$ cat config.mk
export PLATFORM = sky130hd
export DESIGN_NAME = lighting_sequencer
export DESIGN_NICKNAME = d
export VERILOG_FILES = /design/src/rtl/lighting_sequencer.sv
export SDC_FILE = /design/constraint.sdc
export NUM_CORES = 1
export LEC_CHECK = 0
export CORE_AREA = 4 4 201 203
export CTS_BUF_LIST = sky130_fd_sc_hd__clkbuf_4
export DETAILED_ROUTE_END_ITERATION = 10
export DIE_AREA = 0 0 205 207
export HOLD_SLACK_MARGIN = 0.1
export PLACE_DENSITY = 0.62
export SLEW_MARGIN = 20
export SYNTH_ARGS = -nofsm -noshare
export SYNTH_HDL_FRONTEND = slang
export SYNTH_SLANG_ARGS = --single-unit
$ cat constraint.sdc
create_clock -name clk -period 2.6 [get_ports clk]
set_input_delay 0.52 -clock clk [delete_from_list [all_inputs] [get_ports clk]]
set_output_delay 0.52 -clock clk [all_outputs]
set_load 0.05 [all_outputs]
$ cat src/rtl/lighting_sequencer.sv
// Lighting-unit sequencer: walks a triangle buffer, issues one lighting
// request per triangle, collects the shaded colour and writes it out.
//
// state   | meaning
// --------+------------------------------------------------------------
// S_IDLE  | waiting for start; latches batch length and light vector
// S_FETCH | tri_rd_en high with tri_addr = index
// S_LOAD  | tri_rdata valid, captured into lt_triangle / lt_input_rgb
// S_ISSUE | lt_en high for one cycle, watchdog reloaded
// S_WAIT  | waiting for a rising edge of lt_valid or watchdog expiry
// S_WRITE | out_wr_en high with the captured colour for this index
// S_DONE  | last cycle of busy; done pulses in the following cycle
//
// Outputs are registered on the transition into the state they belong to,
// so each strobe is high during its own state cycle. The watchdog is a
// down-counter loaded with TIMEOUT in ISSUE; hitting the terminal count of 1
// in WAIT means TIMEOUT WAIT cycles have elapsed without a result.
module lighting_sequencer #(
  parameter int ADDR_W  = 8,
  parameter int TIMEOUT = 64
) (
  input  logic              clk,
  input  logic              rst_n,
  input  logic              start,
  input  logic [ADDR_W:0]   num_tris,
  input  logic [47:0]       light_vec_in,
  output logic              tri_rd_en,
  output logic [ADDR_W-1:0] tri_addr,
  input  logic [167:0]      tri_rdata,
  output logic              lt_en,
  output logic [143:0]      lt_triangle,
  output logic [47:0]       lt_light_vec,
  output logic [23:0]       lt_input_rgb,
  input  logic              lt_valid,
  input  logic [23:0]       lt_output_rgb,
  input  logic              lt_illuminated,
  output logic              out_wr_en,
  output logic [ADDR_W-1:0] out_addr,
  output logic [23:0]       out_wdata,
  output logic [ADDR_W:0]   lit_count,
  output logic              busy,
  output logic              done,
  output logic              err
);

  typedef enum logic [2:0] {
    S_IDLE, S_FETCH, S_LOAD, S_ISSUE, S_WAIT, S_WRITE, S_DONE
  } state_t;

  localparam int WD_W = $clog2(TIMEOUT + 1);

  state_t            state;
  logic [ADDR_W:0]   num_q;
  logic [ADDR_W-1:0] index;
  logic [WD_W-1:0]   wd;
  logic              lt_valid_q;
  logic              lt_rise;
  logic              last_tri;

  // A result counts only on a fresh edge, never on a level left over from
  // the previous request.
  assign lt_rise  = lt_valid & ~lt_valid_q;
  assign last_tri = ({1'b0, index} == (num_q - 1'b1));

  // Sequencer FSM with registered outputs and per-batch bookkeeping.
  always_ff @(posedge clk or negedge rst_n) begin
    if (!rst_n) begin
      state        <= S_IDLE;
      num_q        <= '0;
      index        <= '0;
      wd           <= '0;
      lt_valid_q   <= 1'b0;
      tri_rd_en    <= 1'b0;
      tri_addr     <= '0;
      lt_en        <= 1'b0;
      lt_triangle  <= '0;
      lt_light_vec <= '0;
      lt_input_rgb <= '0;
      out_wr_en    <= 1'b0;
      out_addr     <= '0;
      out_wdata    <= '0;
      lit_count    <= '0;
      busy         <= 1'b0;
      done         <= 1'b0;
      err          <= 1'b0;
    end else begin
      lt_valid_q <= lt_valid;
      tri_rd_en  <= 1'b0;
      lt_en      <= 1'b0;
      out_wr_en  <= 1'b0;
      done       <= 1'b0;
      case (state)
        S_IDLE: begin
          if (start) begin
            num_q        <= num_tris;
            lt_light_vec <= light_vec_in;
            lit_count    <= '0;
            err          <= 1'b0;
            index        <= '0;
            busy         <= 1'b1;
            if (num_tris == '0) begin
              state <= S_DONE;
            end else begin
              tri_rd_en <= 1'b1;
              tri_addr  <= '0;
              state     <= S_FETCH;
            end
          end
        end
        S_FETCH: state <= S_LOAD;
        S_LOAD: begin
          lt_triangle  <= tri_rdata[167:24];
          lt_input_rgb <= tri_rdata[23:0];
          lt_en        <= 1'b1;
          state        <= S_ISSUE;
        end
        S_ISSUE: begin
          wd    <= WD_W'(TIMEOUT);
          state <= S_WAIT;
        end
        S_WAIT: begin
          if (lt_rise) begin
            out_wr_en <= 1'b1;
            out_addr  <= index;
            out_wdata <= lt_output_rgb;
            if (lt_illuminated) lit_count <= lit_count + 1'b1;
            state     <= S_WRITE;
          end else if (wd <= WD_W'(1)) begin
            // Timed out: record black, count as not illuminated, move on.
            err       <= 1'b1;
            out_wr_en <= 1'b1;
            out_addr  <= index;
            out_wdata <= '0;
            state     <= S_WRITE;
          end else begin
            wd <= wd - 1'b1;
          end
        end
        S_WRITE: begin
          if (last_tri) begin
            state <= S_DONE;
          end else begin
            index     <= index + 1'b1;
            tri_rd_en <= 1'b1;
            tri_addr  <= index + 1'b1;
            state     <= S_FETCH;
          end
        end
        S_DONE: begin
          done  <= 1'b1;
          busy  <= 1'b0;
          state <= S_IDLE;
        end
        default: state <= S_IDLE;
      endcase
    end
  end

endmodule

==> impl_metrics.py, run 1 <==
metrics = {
    "drt": {
        "drcViolationCount": 0,
        "drt_wl_total_um": 41170,
        "viasPerCell": 4.549,
        "vias": 9798,
        "firstDrtPassIters": 5,
        "drtIter0Drc": 436,
        "wl_per_cell_um": 19.11,
        "drtAntennaViolNets": 0,
    },
    "setup_path": {
        "crit_cells": 1,
        "crit_type": "flop to output pin",
        "path_buf_inv": 1,
        "critPathMaxFanout": 2,
        "reg2reg_to": "tri_addr[4]$_DFFE_PN0P_",
        "path_cells": "clkdlybuf4s50_1",
        "timing.critical_path.to": "lt_triangle[96]",
        "crit_start": "lt_triangle[96]$_DFFE_PN0P_",
        "critPathSlowestCell": "clkdlybuf4s50_1",
        "arrival_ps": 1940,
        "r2r_start": "num_q[0]$_DFFE_PN0P_",
        "r2r_cells": 7,
        "end_kind": "output pin",
        "path_delay_family": "buffers and inverters",
        "crit_required_ps": 2080,
        "critPathMaxStageDelay_ps": 830,
        "startpoint_type": "flop",
        "worst-r2r-setup-slack_ps": 260,
    },
    "timing": {
        "post-route-min-period_ps": 2458,
        "rsz0062_at_grt": "no",
        "worstMarginPinSlew_ps": 672.5,
        "period_share_pct": 94.53,
        "clock_skew_ps": 39.57,
        "setup_viol": 0,
        "fmax_mhz": 406.9,
        "relSlewSlack_pct": 55.34,
        "hold_viol_final": 0,
        "slew_violations": 0,
        "setup_tns_ps": 0,
    },
    "floorplan": {
        "dieArea_sq_mm": 0.04244,
        "chipWidth_um": 205,
        "die_h_um": 207,
        "io_pins": 525,
        "fp-row-count": 72,
        "coreArea_sq_mm": 0.03847,
        "start_util_pct": 31.53,
    },
    "run_status": {
        "status": "completed",
    },
    "clock_tree": {
        "cts_tree": "built",
        "clock-sinks": 299,
        "clockBufferDepth": 3,
        "cts_setup_buffers": 0,
        "root_buffer": "clkbuf_4",
        "cts_made_buffers": 83,
        "clock_latency_ps": 730,
        "htreeDepth": 3,
        "clk_pin_slew_worst_paths_ps": 60,
    },
    "power": {
        "power_frac_clock_pct": 15.6,
        "ir_drop_v": 0.0009535,
        "power.density_mw_per_mm2": 1507,
        "combPwrFrac_pct": 56.6,
        "p_total_mw": 28.98,
        "p_sw_mw": 13.77,
        "power_leakage_nw": 8.324,
        "p_seq_share_pct": 27.8,
        "swShare_pct": 47.50,
        "power.internal_mw": 15.22,
    },
    "global_routing": {
        "met2_usage_pct": 31.93,
        "grt_max_degree": 68,
        "grt.overflow.total": 0,
        "track_usage_pct": 18.92,
        "antenna_found_initial": 4,
        "busiest_layer": "met2",
        "grt_pass1_vias": 10390,
        "grt_use_met3_pct": 7.585,
        "met1_usage_pct": 21.42,
        "grt_pass1_wl_um": 62380,
    },
    "logic_synthesis": {
        "synth_edf_count": 0,
        "synthFlopType": "dfrtp_1",
        "synth_fp_nets": 1246,
        "ys_types": 65,
        "async_reset_ff_share_pct": 100.0,
        "syn_inst": 987,
        "yosysSeqAreaShare_pct": 61.69,
        "synth_warnings": 0,
        "syn_area_sq_mm": 0.01213,
        "ys_seq_elements": 299,
        "avgSynthCellArea_sq_um": 12.29,
    },
    "placed_design": {
        "hpwl_um": 30740,
        "port_buffers": 524,
        "gp_congestion": 0.8105,
    },
    "worst_hold_path": {
        "min_path_type": "input pin to async pin",
    },
    "cells_and_area": {
        "mostFrequentLayoutCells": "clkdlybuf4s50_1, dfrtp_1, nand2_1, mux2_2, clkbuf_4",
        "fin_util_pct": 50.00,
        "final_common_cell": "clkdlybuf4s50_1",
        "syn2layout_area_growth_pct": 58.56,
        "finish.net_count": 1831,
        "drive_gt1_share_pct": 22.35,
    },
    "job": {
        "max-cap-violations": 0,
    },
}
==> state kept, by name, indices dropped and copies added (netlist names) <==
signal and count:
lt_valid_q 1, wd 7, done 1, out_addr 8
tri_addr 8, num_q 9, lit_count 9, index 8
lt_light_vec 48, lt_input_rgb 24, err 1, lt_en 1
tri_rd_en 1, out_wr_en 1, busy 1, lt_triangle 144
state 3, out_wdata 24
==> worst reg2reg max path, stage by stage (launching register included) <==
cell     delay [ps]
dfrtp_1         450
inv_1            90
ha_1            310
and4b_1         240
o21ai_0         300
nand2_2         280
a21oi_4         380
mux2i_1         240
==> cells by family after synthesis <==
logic type               after synthesis  share of synthesized area, %
XOR/XNOR                              26                         1.877
adder cells (fa/ha/maj)                5                        0.5158
multiplexers                         181                         16.74
flip-flops                           299                         61.69
AND/OR/NAND/NOR                      332                         12.18
AO/OA/AOI/OAI                         80                         4.653
buffers and inverters                 64                         2.342
==> synth_stat cells, types with 5 or more instances <==
cell | instances | area share, %
nand2_1 | 246 | 7.6
mux2i_1 | 6 | 0.50
dfrtp_1 | 299 | 62
nor2_1 | 23 | 0.71
clkbuf_1 | 26 | 0.80
mux2_2 | 175 | 16
nand4_1 | 6 | 0.31
inv_1 | 11 | 0.34
o21ai_0 | 38 | 1.6
nand3_1 | 14 | 0.58
a21oi_1 | 7 | 0.29
ha_1 | 5 | 0.52
buf_2 | 23 | 0.95
nor3_1 | 9 | 0.37
xor2_1 | 12 | 0.87
xnor2_1 | 14 | 1.0
==> power groups by stage <==
stage | Sequential, mW | Combinational, mW | Clock, mW
2_1_floorplan | 14.8 | 3.93 | 0
3_3_place_gp | 8.04 | 16.6 | 0
3_5_place_dp | 8.12 | 16.7 | 0
4_1_cts | 8.07 | 16.6 | 4.77
5_1_grt | 8.35 | 17.2 | 5.02
6_report | 8.05 | 16.4 | 4.53
==> metrics by stage <==
| stage | area, sq um | std cells | hold slack [ps] | setup slack (ps) |
|---|---|---|---|---|
| floorplan | 12130 | 987 | 224.4 | 397.0 |
| global placement | 18140 | 2004 | 456.6 | 299.7 |
| detailed placement | 18140 | 2004 | 461.4 | 225.7 |
| CTS | 19220 | 2151 | 167.0 | 1.638 |
| global route | 19230 | 2154 | 219.1 | 1.547 |
| finish | 19230 | 2154 | 306.5 | 142.3 |
==> worst min path at each step <==
stage,start,endpoint,cells after the start
after floorplan,rst_n,busy$_DFFE_PN0P_,0
after global placement,lt_light_vec[42]$_DFFE_PN0P_,lt_light_vec[42]$_DFFE_PN0P_,2
after detailed placement,lt_light_vec[12]$_DFFE_PN0P_,lt_light_vec[12]$_DFFE_PN0P_,2
after CTS,lt_valid,lt_valid_q$_DFF_PN0_,1
after global routing,lt_valid,lt_valid_q$_DFF_PN0_,1
final,rst_n,lt_light_vec[28]$_DFFE_PN0P_,2
==> area by class of cell <==
| type | instances | area [sq um] |
|---|---|---|
| Clock buffer | 128 | 960.9 |
| Antenna cell | 3 | 7.507 |
| Multi-Input combinational cell | 624 | 4380 |
| Clock inverter | 18 | 147.6 |
| Tap cell | 518 | 648.1 |
| Sequential cell | 299 | 7482 |
| Inverter | 12 | 45.04 |
| Timing Repair Buffer | 552 | 5560 |
| Fill cell | 3553 | 19230 |
==> layer usage <==
layer / share of wire (%) / wire, um
met5: 0.032 / 13
met4: 2.6 / 1061
met3: 9.6 / 3945
met2: 49 / 20370
met1: 38 / 15780
==> repair_timing <==
item / in CTS / in global routing
gates resized for setup: 28 / 0
hold buffers: 1 / 0
hold endpoints to repair: 286 / 0
endpoints found under the setup margin: 28 / 0
Power figures use the tool's default switching activity.
==> run 2, diff against run 1 <==
Settings changed: SKIP_CTS_REPAIR_TIMING from default to 1.
==> impl_metrics.py, run 2 (same netlist as run 1, synthesis figures left out) <==
metrics = {
    "clock_tree": {
        "clockBufferDepth": 3,
        "cts_tree": "built",
        "htreeDepth": 3,
        "clock-sinks": 299,
        "cts_made_buffers": 83,
        "clk_pin_slew_worst_paths_ps": 60,
        "clock_latency_ps": 730,
        "root_buffer": "clkbuf_4",
    },
    "cells_and_area": {
        "largestRegisters": "lt_triangle x144, lt_light_vec x48",
        "syn2layout_area_growth_pct": 59.30,
        "drive_gt1_share_pct": 22.35,
        "largest_register": "lt_triangle",
        "n_fill_cell": 3532,
        "final_common_cell": "clkdlybuf4s50_1",
        "mostFrequentLayoutCells": "clkdlybuf4s50_1, dfrtp_1, nand2_1, mux2_2, clkbuf_4",
        "fin_util_pct": 50.23,
        "finish.net_count": 1831,
        "largest_reg_flops": 144,
    },
    "setup_path": {
        "worst-r2r-setup-slack_ps": 270,
        "critPathMaxStageDelay_ps": 830,
        "arrival_ps": 1950,
        "reg2reg_to": "tri_addr[4]$_DFFE_PN0P_",
        "startpoint_type": "flop",
        "path_cells": "clkdlybuf4s50_1",
        "path_buf_inv": 1,
        "r2r_cells": 7,
        "critPathSlowestCell": "clkdlybuf4s50_1",
        "crit_required_ps": 2080,
        "crit_type": "flop to output pin",
        "r2r_start": "num_q[0]$_DFFE_PN0P_",
        "path_delay_family": "buffers and inverters",
        "critPathMaxFanout": 2,
        "end_kind": "output pin",
    },
    "drt": {
        "drtIter0Drc": 437,
        "drcViolationCount": 0,
        "drtAntennaViolNets": 0,
        "drt_wl_total_um": 41190,
        "viasPerCell": 4.561,
        "vias": 9824,
        "wl_per_cell_um": 19.12,
        "firstDrtPassIters": 4,
    },
    "floorplan": {
        "chipWidth_um": 205,
        "dieArea_sq_mm": 0.04244,
        "fp-row-count": 72,
        "coreArea_sq_mm": 0.03847,
        "io_pins": 525,
        "die_h_um": 207,
        "start_util_pct": 31.53,
    },
    "global_routing": {
        "antenna_found_initial": 4,
        "grt_pass1_vias": 10380,
        "track_usage_pct": 18.92,
        "grt_pass1_wl_um": 62360,
        "grt_max_degree": 68,
        "grt.overflow.total": 0,
    },
    "timing": {
        "worstMarginPinSlew_ps": 671.9,
        "relSlewSlack_pct": 55.13,
        "rsz0062_at_grt": "no",
        "fmax_mhz": 404.9,
        "period_share_pct": 95.00,
        "hold_viol_final": 0,
        "setup_tns_ps": 0,
        "post-route-min-period_ps": 2470,
        "slew_violations": 0,
        "clock_skew_ps": 36.78,
        "setup_viol": 0,
    },
    "power": {
        "p_sw_mw": 13.77,
        "swShare_pct": 47.34,
        "combPwrFrac_pct": 56.7,
        "p_seq_share_pct": 27.7,
        "power_frac_clock_pct": 15.6,
        "power.internal_mw": 15.32,
        "ir_drop_v": 0.0009534,
        "power.density_mw_per_mm2": 1506,
        "power_leakage_nw": 8.540,
    },
    "placed_design": {
        "hpwl_um": 30740,
        "port_buffers": 524,
        "gp_congestion": 0.8105,
    },
    "job": {
        "max-cap-violations": 0,
    },
    "worst_hold_path": {
        "min_path_type": "input pin to async pin",
    },
    "run_status": {
        "status": "completed",
    },
}
-- run 2: changes by cell type in the layout (fill, tap and decap cells not counted) --
cell / delta
dlygate4sd2_1: -28
dlymetal6s2s_1: +22
clkdlybuf4s50_1: +6
-- run 2: layout make-up --
cell class | count | area, sq um | area share, %
Sequential cell | 299 | 7482 | 38.72
Inverter | 12 | 45.04 | 0.2331
Timing Repair Buffer | 552 | 5650 | 29.24
Clock inverter | 18 | 147.6 | 0.7641
Antenna cell | 3 | 7.507 | 0.03885
Tap cell | 518 | 648.1 | 3.354
Clock buffer | 128 | 960.9 | 4.973
Multi-Input combinational cell | 624 | 4380 | 22.67
-- run 2: power groups by stage --
stage / Clock (mW) / Sequential [mW] / Combinational (mW)
floorplan: 0 / 14.8 / 3.93
global placement: 0 / 8.04 / 16.6
detailed placement: 0 / 8.12 / 16.7
CTS: 4.77 / 8.08 / 16.7
global route: 5.02 / 8.36 / 17.3
finish: 4.53 / 8.05 / 16.5
-- run 2: stage by stage --
step / setup WS, ps / total power, mW / area, sq um / hold slack, ps / cells
floorplan: 397.0 / 18.73 / 12130 / 224.4 / 987
finish: 130.1 / 29.09 / 19320 / 305.7 / 2154
CTS: -168.7 / 29.55 / 19250 / -391.0 / 2150
detailed placement: 225.7 / 24.78 / 18140 / 461.4 / 2004
global placement: 299.7 / 24.60 / 18140 / 456.6 / 2004
global route: 1.650 / 30.63 / 19320 / 219.1 / 2154
-- run 2: worst register-to-register path, stage by stage, from the launching register on --
cell,delay [ps]
dfrtp_1,450
inv_1,90
ha_1,310
and4b_1,240
o21ai_0,290
nand2_2,270
a21oi_4,370
mux2i_1,240
-- run 2: worst max path at each step --
stage | start | endpoint | depth (start not counted)
2_1_floorplan | num_q[0]$_DFFE_PN0P_ | state[0]$_DFFE_PN0P_ | 10
5_1_grt | lt_triangle[74]$_DFFE_PN0P_ | lt_triangle[74] | 1
3_3_place_gp | lt_valid | wd[4]$_DFFE_PN0P_ | 7
4_1_cts | lit_count[3]$_DFFE_PN0P_ | lit_count[3] | 1
6_report | lt_triangle[74]$_DFFE_PN0P_ | lt_triangle[74] | 1
3_5_place_dp | start | lit_count[5]$_DFFE_PN0P_ | 6
-- run 2: routing by layer --
metal / wire [um] / GRT usage, % / vias up
met2: 20380 / 31.93 / 398
li1: - / - / 4584
met3: 3964 / 7.585 / 68
met5: 13 / 0 / -
met4: 1030 / 7.415 / 2
met1: 15800 / 21.41 / 4772
